File: src/rtl/fetch_pc_gen.sv
// Fetch PC generator and I-cache request tracker; tags returns with PC/prediction and drops wrong-path returns.
// Build option: define FETCH_BTB_PRED_EN to steer fetch with BTB predictions (default: sequential fetch).
module fetch_pc_gen #(
  parameter int ADDR = 32,
  parameter logic [ADDR-1:0] RESET_VEC = '0,
  parameter int MAX_OUT = 4,
  localparam int OUT = $clog2(MAX_OUT + 1)
) (
  input  logic            clk,
  input  logic            reset,
  input  logic            stall_,
  input  logic            redirect_,
  input  logic [ADDR-1:0] redirect_pc,
  output logic [ADDR-1:0] fetch_pc,
  input  logic            btb_hit,
  input  logic [ADDR-1:0] btb_addr,
  output logic            ic_req_,
  input  logic            ic_ack_,
  input  logic            ic_ret_,
  output logic            inst_e_,
  output logic [ADDR-1:0] inst_pc,
  output logic            inst_pred,
  output logic [ADDR-1:0] inst_pred_pc
);

  localparam int PTR = $clog2(MAX_OUT);

  typedef enum logic [1:0] {RUN, HOLD, REDIR} state_t;

  state_t          state_reg, state_next;
  logic [ADDR-1:0] pc_reg, pc_next, npc;
  logic            pred;
  logic [OUT-1:0]  out_cnt_reg, out_cnt_next;
  logic [OUT-1:0]  kill_cnt_reg, kill_cnt_next;
  logic [PTR-1:0]  wr_ptr_reg, rd_ptr_reg;
  logic            req, accept, pop, deliver;

  logic [ADDR-1:0] tag_pc_reg   [MAX_OUT];
  logic [ADDR-1:0] tag_npc_reg  [MAX_OUT];
  logic            tag_pred_reg [MAX_OUT];

`ifdef FETCH_BTB_PRED_EN
  assign pred = btb_hit;
  assign npc  = btb_hit ? btb_addr : pc_reg + ADDR'(4);
`else
  logic unused_btb;
  assign unused_btb = ^{btb_hit, btb_addr};
  assign pred = 1'b0;
  assign npc  = pc_reg + ADDR'(4);
`endif

  // State register
  always_ff @(posedge clk) begin
    if (reset) state_reg <= RUN;
    else       state_reg <= state_next;
  end

  // Next-state logic; a redirect wins from any state
  always_comb begin
    state_next = state_reg;
    case (state_reg)
      RUN:     if (!stall_) state_next = HOLD;
      HOLD:    if (stall_)  state_next = RUN;
      default: state_next = RUN;
    endcase
    if (!redirect_) state_next = REDIR;
  end

  // Output logic: request only while running, unstalled, not redirecting and below the credit limit
  always_comb begin
    req = 1'b0;
    if (!reset && state_reg == RUN && stall_ && redirect_ && out_cnt_reg < OUT'(MAX_OUT))
      req = 1'b1;
  end

  assign ic_req_  = ~req;
  assign accept   = req & ~ic_ack_;
  assign pop      = ~reset & ~ic_ret_ & (out_cnt_reg != '0);
  assign deliver  = pop & redirect_ & (kill_cnt_reg == '0);
  assign fetch_pc = pc_reg;

  always_comb begin
    out_cnt_next = out_cnt_reg;
    if (accept && !pop)      out_cnt_next = out_cnt_reg + OUT'(1);
    else if (pop && !accept) out_cnt_next = out_cnt_reg - OUT'(1);

    // Everything in flight at a redirect is wrong-path, except a return consumed this very cycle
    kill_cnt_next = kill_cnt_reg;
    if (!redirect_)                         kill_cnt_next = out_cnt_reg - OUT'(pop);
    else if (pop && kill_cnt_reg != '0)     kill_cnt_next = kill_cnt_reg - OUT'(1);

    pc_next = pc_reg;
    if (!redirect_)   pc_next = redirect_pc;
    else if (accept)  pc_next = npc;
  end

  always_ff @(posedge clk) begin
    if (reset) begin
      pc_reg       <= RESET_VEC;
      out_cnt_reg  <= '0;
      kill_cnt_reg <= '0;
      wr_ptr_reg   <= '0;
      rd_ptr_reg   <= '0;
    end else begin
      pc_reg       <= pc_next;
      out_cnt_reg  <= out_cnt_next;
      kill_cnt_reg <= kill_cnt_next;
      if (accept) wr_ptr_reg <= wr_ptr_reg + PTR'(1);
      if (pop)    rd_ptr_reg <= rd_ptr_reg + PTR'(1);
    end
  end

  // Tag storage; depth is a power of two so pointers wrap naturally
  always_ff @(posedge clk) begin
    if (accept) begin
      tag_pc_reg[wr_ptr_reg]   <= pc_reg;
      tag_npc_reg[wr_ptr_reg]  <= npc;
      tag_pred_reg[wr_ptr_reg] <= pred;
    end
  end

  assign inst_e_      = ~deliver;
  assign inst_pc      = deliver ? tag_pc_reg[rd_ptr_reg]  : '0;
  assign inst_pred    = deliver ? tag_pred_reg[rd_ptr_reg] : 1'b0;
  assign inst_pred_pc = deliver ? tag_npc_reg[rd_ptr_reg] : '0;

  ret_without_outstanding: assert property (@(posedge clk) disable iff (reset)
    !(!ic_ret_ && out_cnt_reg == '0));

endmodule

File: config.mk
export PLATFORM = sky130hd
export DESIGN_NAME = fetch_pc_gen
export DESIGN_NICKNAME = d
export VERILOG_FILES = /design/src/rtl/fetch_pc_gen.sv
export SDC_FILE = /design/constraint.sdc
export NUM_CORES = 1
export LEC_CHECK = 0
export ABC_CLOCK_PERIOD_IN_PS = 2500
export BUFFER_PORTS_ARGS = -buffer_cell sky130_fd_sc_hd__buf_2
export CAP_MARGIN = 20
export CORE_MARGIN = 2
export CORE_UTILIZATION = 52
export DETAILED_ROUTE_END_ITERATION = 8
export GPL_ROUTABILITY_DRIVEN = 0
export PLACE_DENSITY = 0.73
export SYNTH_ARGS = -nofsm -noshare
export SYNTH_HDL_FRONTEND = slang
export SYNTH_SLANG_ARGS = --single-unit
File: constraint.sdc
create_clock -name clk -period 2.5 [get_ports clk]
set_clock_uncertainty 0.1 [all_clocks]
set_input_delay 0.25 -clock clk [delete_from_list [all_inputs] [get_ports clk]]
set_output_delay 0.25 -clock clk [all_outputs]
set_load 0.03 [all_outputs]
### After elaboration in Yosys (flattened, before gate mapping)

Memories as Yosys holds them, arrays and structs flattened. A register that Yosys moved wholly into a read port is not among the register bits.
Index checks and enable logic that the tools add are counted.
W data, S select, Z words.

| word-level totals | value |
|---|---|
| bits in registers | 44 |
| bits in writable memories | 256 |
| output and inout port bits | 99 |
| memories | 2 |
| word-level logic and storage cells | 73 |
| input port bits | 71 |

Memories:

| name | depth | width | read ports | clocked after Yosys merged registers in | wr ports | RTL line | source |
|---|---|---|---|---|---|---|---|
| tag_npc_reg | 4 | 32 | 1 | 1 | 1 | 39 | `logic [ADDR-1:0] tag_npc_reg [MAX_OUT];` |
| tag_pc_reg | 4 | 32 | 1 | 1 | 1 | 38 | `logic [ADDR-1:0] tag_pc_reg [MAX_OUT];` |

| operators by class | value |
|---|---|
| $add $sub $neg | 7 |
| magnitude comparators | 1 |
| reduce and logical (&&, ||, !) cells | 18 |
| bitwise operators | 11 |
| mux-type cells | 20 |
| equality and inequality tests | 7 |

Operator list:

| operator | number |
|---|---|
| $mux W32 | 4 |
| $add A32 B3 Y32 const B | 1 |
| $mux W2 | 7 |
| $mux W3 | 4 |
| $logic_and A1 B1 Y1 | 7 |
| $ne A3 B3 Y1 const B | 2 |
| $not A1 Y1 | 6 |
| $reduce_bool A3 Y1 | 2 |
| $sub A3 B1 Y3 const B | 2 |
| $and A1 B1 Y1 | 5 |
| $add A2 B1 Y2 const B | 2 |
| $mux W1 | 4 |
| $ne A2 B1 Y1 const B | 2 |
| $ne A2 B2 Y1 const B | 2 |
| $pmux W2 S2 | 1 |
| $reduce_and A2 Y1 | 2 |
| $add A3 B1 Y3 const B | 1 |
| $logic_not A1 Y1 | 3 |
| $logic_not A3 Y1 | 1 |
| $lt A3 B3 Y1 const B | 1 |
| $sub A3 B1 Y3 | 1 |
| $eq A2 B1 Y1 const B | 1 |
| $logic_not A2 Y1 | 1 |
| $reduce_bool A2 Y1 | 1 |
| $reduce_or A2 Y1 | 1 |

### Longest topological paths before layout

| depth | value |
|---|---|
| word-level depth | 11 |
| mapped depth | 11 |
| gate-level depth less buffers | 9 |

### Least setup slack after synthesis

Ideal clock, no wire load.

| timing path | value |
|---|---|
| path type | flip-flop to flip-flop |
| start point | register out_cnt_reg[2] |
| end point | memory tag_npc_reg[0][0], enable pin |
| data required time | 1.973 ns |
| clock period less this slack | 2.781 ns |
| arrival time | 2.254 ns |
| path slack | -0.281 ns |
| setup time | 0.427 ns |
| cell stages (with the launch flop) | 3 |
| cell sequence | dfxtp_1 nor4b_4 and3_1 |

| between the ends | value |
|---|---|
| word-level cells in the longest chain between the ends | 6 |

RTL lines:

| item | RTL line | source |
|---|---|---|
| start: declaration | 33 | `logic [OUT-1:0] out_cnt_reg, out_cnt_next;` |
| start signal: assignment | 106 | `out_cnt_reg <= out_cnt_next;` |
| $lt A3 B3 Y1 | 72 | `if (!reset && state_reg == RUN && stall_ && redirect_ && out_cnt_reg < OUT'(MAX_OUT))` |
| $logic_and A1 B1 Y1 | 72 |  |
| $mux W1 | 72 |  |
| $and A1 B1 Y1 | 77 | `assign accept = req & ~ic_ack_;` |
| $mux W1 | 115 | `if (accept) begin` |
| $mux W1 | n/a |  |
| end: declaration | 39 |  |

Every way passes these cells.

==> flow_metrics.tcl <==
set metrics [dict create \
    status "completed" \
    boundaryPins 170 \
    synth_edf_count 248 \
    drive_gt1_share_pct 33.3 \
    post-route-drc-count 0 \
    startpoint_type "flip-flop" \
    cts_buffers 30 \
    drt_iter0_drc 846 \
    die_h_um 158 \
    cts_root_buffer "clkbuf_16" \
    dr.pass1.iters 5 \
    dpl.hpwl_mm 16.0 \
    largest_reg_flops 128 \
    fmax_mhz 408 \
    slew_viol_final 0 \
    synthArstFlopShare_pct 0 \
    ir_worst_vdd_mv 0.400 \
    slew_headroom_pct 33.3 \
    cts_tree "done" \
    syn_to_final_growth_pct 22.6 \
    layout_commonest_cell "edfxtp_1" \
    clock_latency_ps 550 \
    drv_cap 0 \
    core-area_sq_mm 0.0235 \
    layout_setup_ws_ps 47.5 \
    rows 56 \
    grt_use_total_pct 21.5 \
    cp.required_ps 2150 \
    die_x_um 158 \
    leakagePower_nw 5.46 \
    cts.path.max_buffers 3 \
    grt_pass1_wl_mm 40.9 \
    syn-instance-count 771 \
    layout_min_cycle_time_ps 2450 \
    grt_max_degree 63 \
    hp-class "in2reg" \
    synth_cell_type_count 65 \
    reg2reg_depth 4 \
    synthesis.nets 853 \
    power_density_mw_per_mm2 688 \
    die_area_sq_mm 0.0251 \
    rsz0062_at_grt "true" \
    drt-total-wl_mm 27.8 \
    finalSetupViolCount 0 \
    hold_violations 0 \
    setup_tns_ps 0 \
    grt_pass1_vias 7204 \
    layout_common_cells "248 x edfxtp_1, 118 x buf_2, 62 x mux4_2" \
    synth_ff_type "edfxtp_1" \
    portBuffers 135 \
    setup.worst_path.class "reg2out" \
    nNetsFinal 1055 \
    stdcell_area_sq_mm 0.0152 \
    final_antenna_net_count 0 \
    start_util_pct 52.9 \
    antennaDiodeCount 0 \
    via_per_inst 5.68 \
    worst_pin_slew_ps 996 \
    antenna_found_initial 0 \
    min_period_over_period_pct 98.1 \
    synth-seq-cells 294 \
    total_power_w 0.0105 \
    netlist_area_sq_mm 0.0124 \
    clk_pin_slew_ps 70 \
    post_synth.cell_area_avg_sq_um 16.1 \
    grt_remaining_overflow 0 \
    cp_max_fo 10 \
    dpl_worst_slack_ps 97.6 \
    end_kind "output pin" \
    whs_path_depth 3 \
    wl_per_cell_um 21.1 \
    fillers 1643 \
    cts_sinks 294 \
    place_area_sq_mm 0.0137 \
    critPathArrivalTime_ps 2100 \
    seq_area_frac_synth_pct 67.5 \
    dr_total_vias 7466 \
    htreeDepth 1 \
    ys_warn_count 0 \
]
metrics by stage:
| step | hold slack (ps) | instances | util (%) |
|---|---|---|---|
| 2_1_floorplan | 227 | 771 | - |
| 3_3_place_gp | 350 | 1219 | 58.3 |
| 3_5_place_dp | 356 | 1219 | 58.3 |
| 4_1_cts | 74.3 | 1308 | 64.0 |
| 5_1_grt | 96.5 | 1315 | 64.8 |
| 6_report | 89.1 | 1315 | 64.8 |
logic make-up after synthesis:
kind of cell,after synthesis,synth area share [%]
mux,68,11.8
buf+inv,66,2.43
xor+xnor,35,2.53
compound gates,78,4.02
other cells,1,0.0302
simple gates,218,10.6
flops,294,67.5
fa+ha+maj,11,1.17
path summary, 6_finish.rpt:
check / startpoint / to / slack [ps]
hold reg to reg: state_reg[1]$_SDFFE_PP0P_ / state_reg[0]$_SDFFE_PP0P_ / 410
hold / removal: reset / fetch_pc[1]$_SDFFE_PP0P_ / 90
setup / recovery: flip-flop / inst_pred_pc[29] / 50
setup reg to reg: fetch_pc[6]$_SDFFE_PP0P_ / tag_npc_reg[3][30]$_DFFE_PP_ / 90
worst max-delay path: stages (launching register included):
cell,delay (ps)
dfxtp_4,370
buf_12,140
buf_16,160
mux4_2,550
nor2b_1,160
buf_4,170
layer usage:
layer / GRT usage (%) / part of all wire, % / vias to the layer above
li1: - / - / 3380
met1: 31.8 / 44 / 3760
met2: 34.7 / 49 / 285
met3: 2.18 / 5.6 / 41
met4: 5.88 / 2.2 / 0
met5: 0 / 0 / -
synth_stat cells (3+ instances only):
cell type	n	area, sq um
mux2i_1	4	40.0
ha_1	10	125
nand2_1	32	120
xnor2_1	14	123
a2bb2oi_1	6	52.6
nor2b_1	64	400
dfxtp_1	46	921
and4_1	6	52.6
a21oi_1	27	135
clkbuf_1	23	86.3
nor4_1	5	31.3
mux4_2	62	1400
nand4_1	9	56.3
buf_4	9	67.6
buf_1	4	15.0
or3_1	4	25.0
nor2_1	35	131
xor2_1	20	175
a22oi_1	3	22.5
o21ai_0	14	70.1
inv_1	13	48.8
nand3_1	16	80.1
nor3_1	10	50.1
o2bb2ai_1	5	43.8
edfxtp_1	248	7450
buf_2	16	80.1
a31oi_1	6	37.5
and3_1	14	87.6
power by group:
group	switching (W)	total [W]	internal, W
clock network	0.00177	0.00409	0.00232
logic	0.000494	0.000917	0.000422
registers	0.0000691	0.00546	0.00539
timing repair:
action,CTS,global route
cloned,1,5
hold endpoints to repair,33,0
gates resized for setup,26,13
setup endpoints to repair,60,65
setup buffers,0,2
hold buffers,33,0
final cells by class:
type	count	area (sq um)	area share, %
clock buffer	40	830	5.46
multi-input combinational	411	3770	24.8
inverter	14	52.6	0.346
clock inverter	15	77.6	0.510
sequential	294	8380	55.1
timing repair buffer	222	1700	11.2
tap	319	399	2.63
Power figures use the tool's default switching activity.
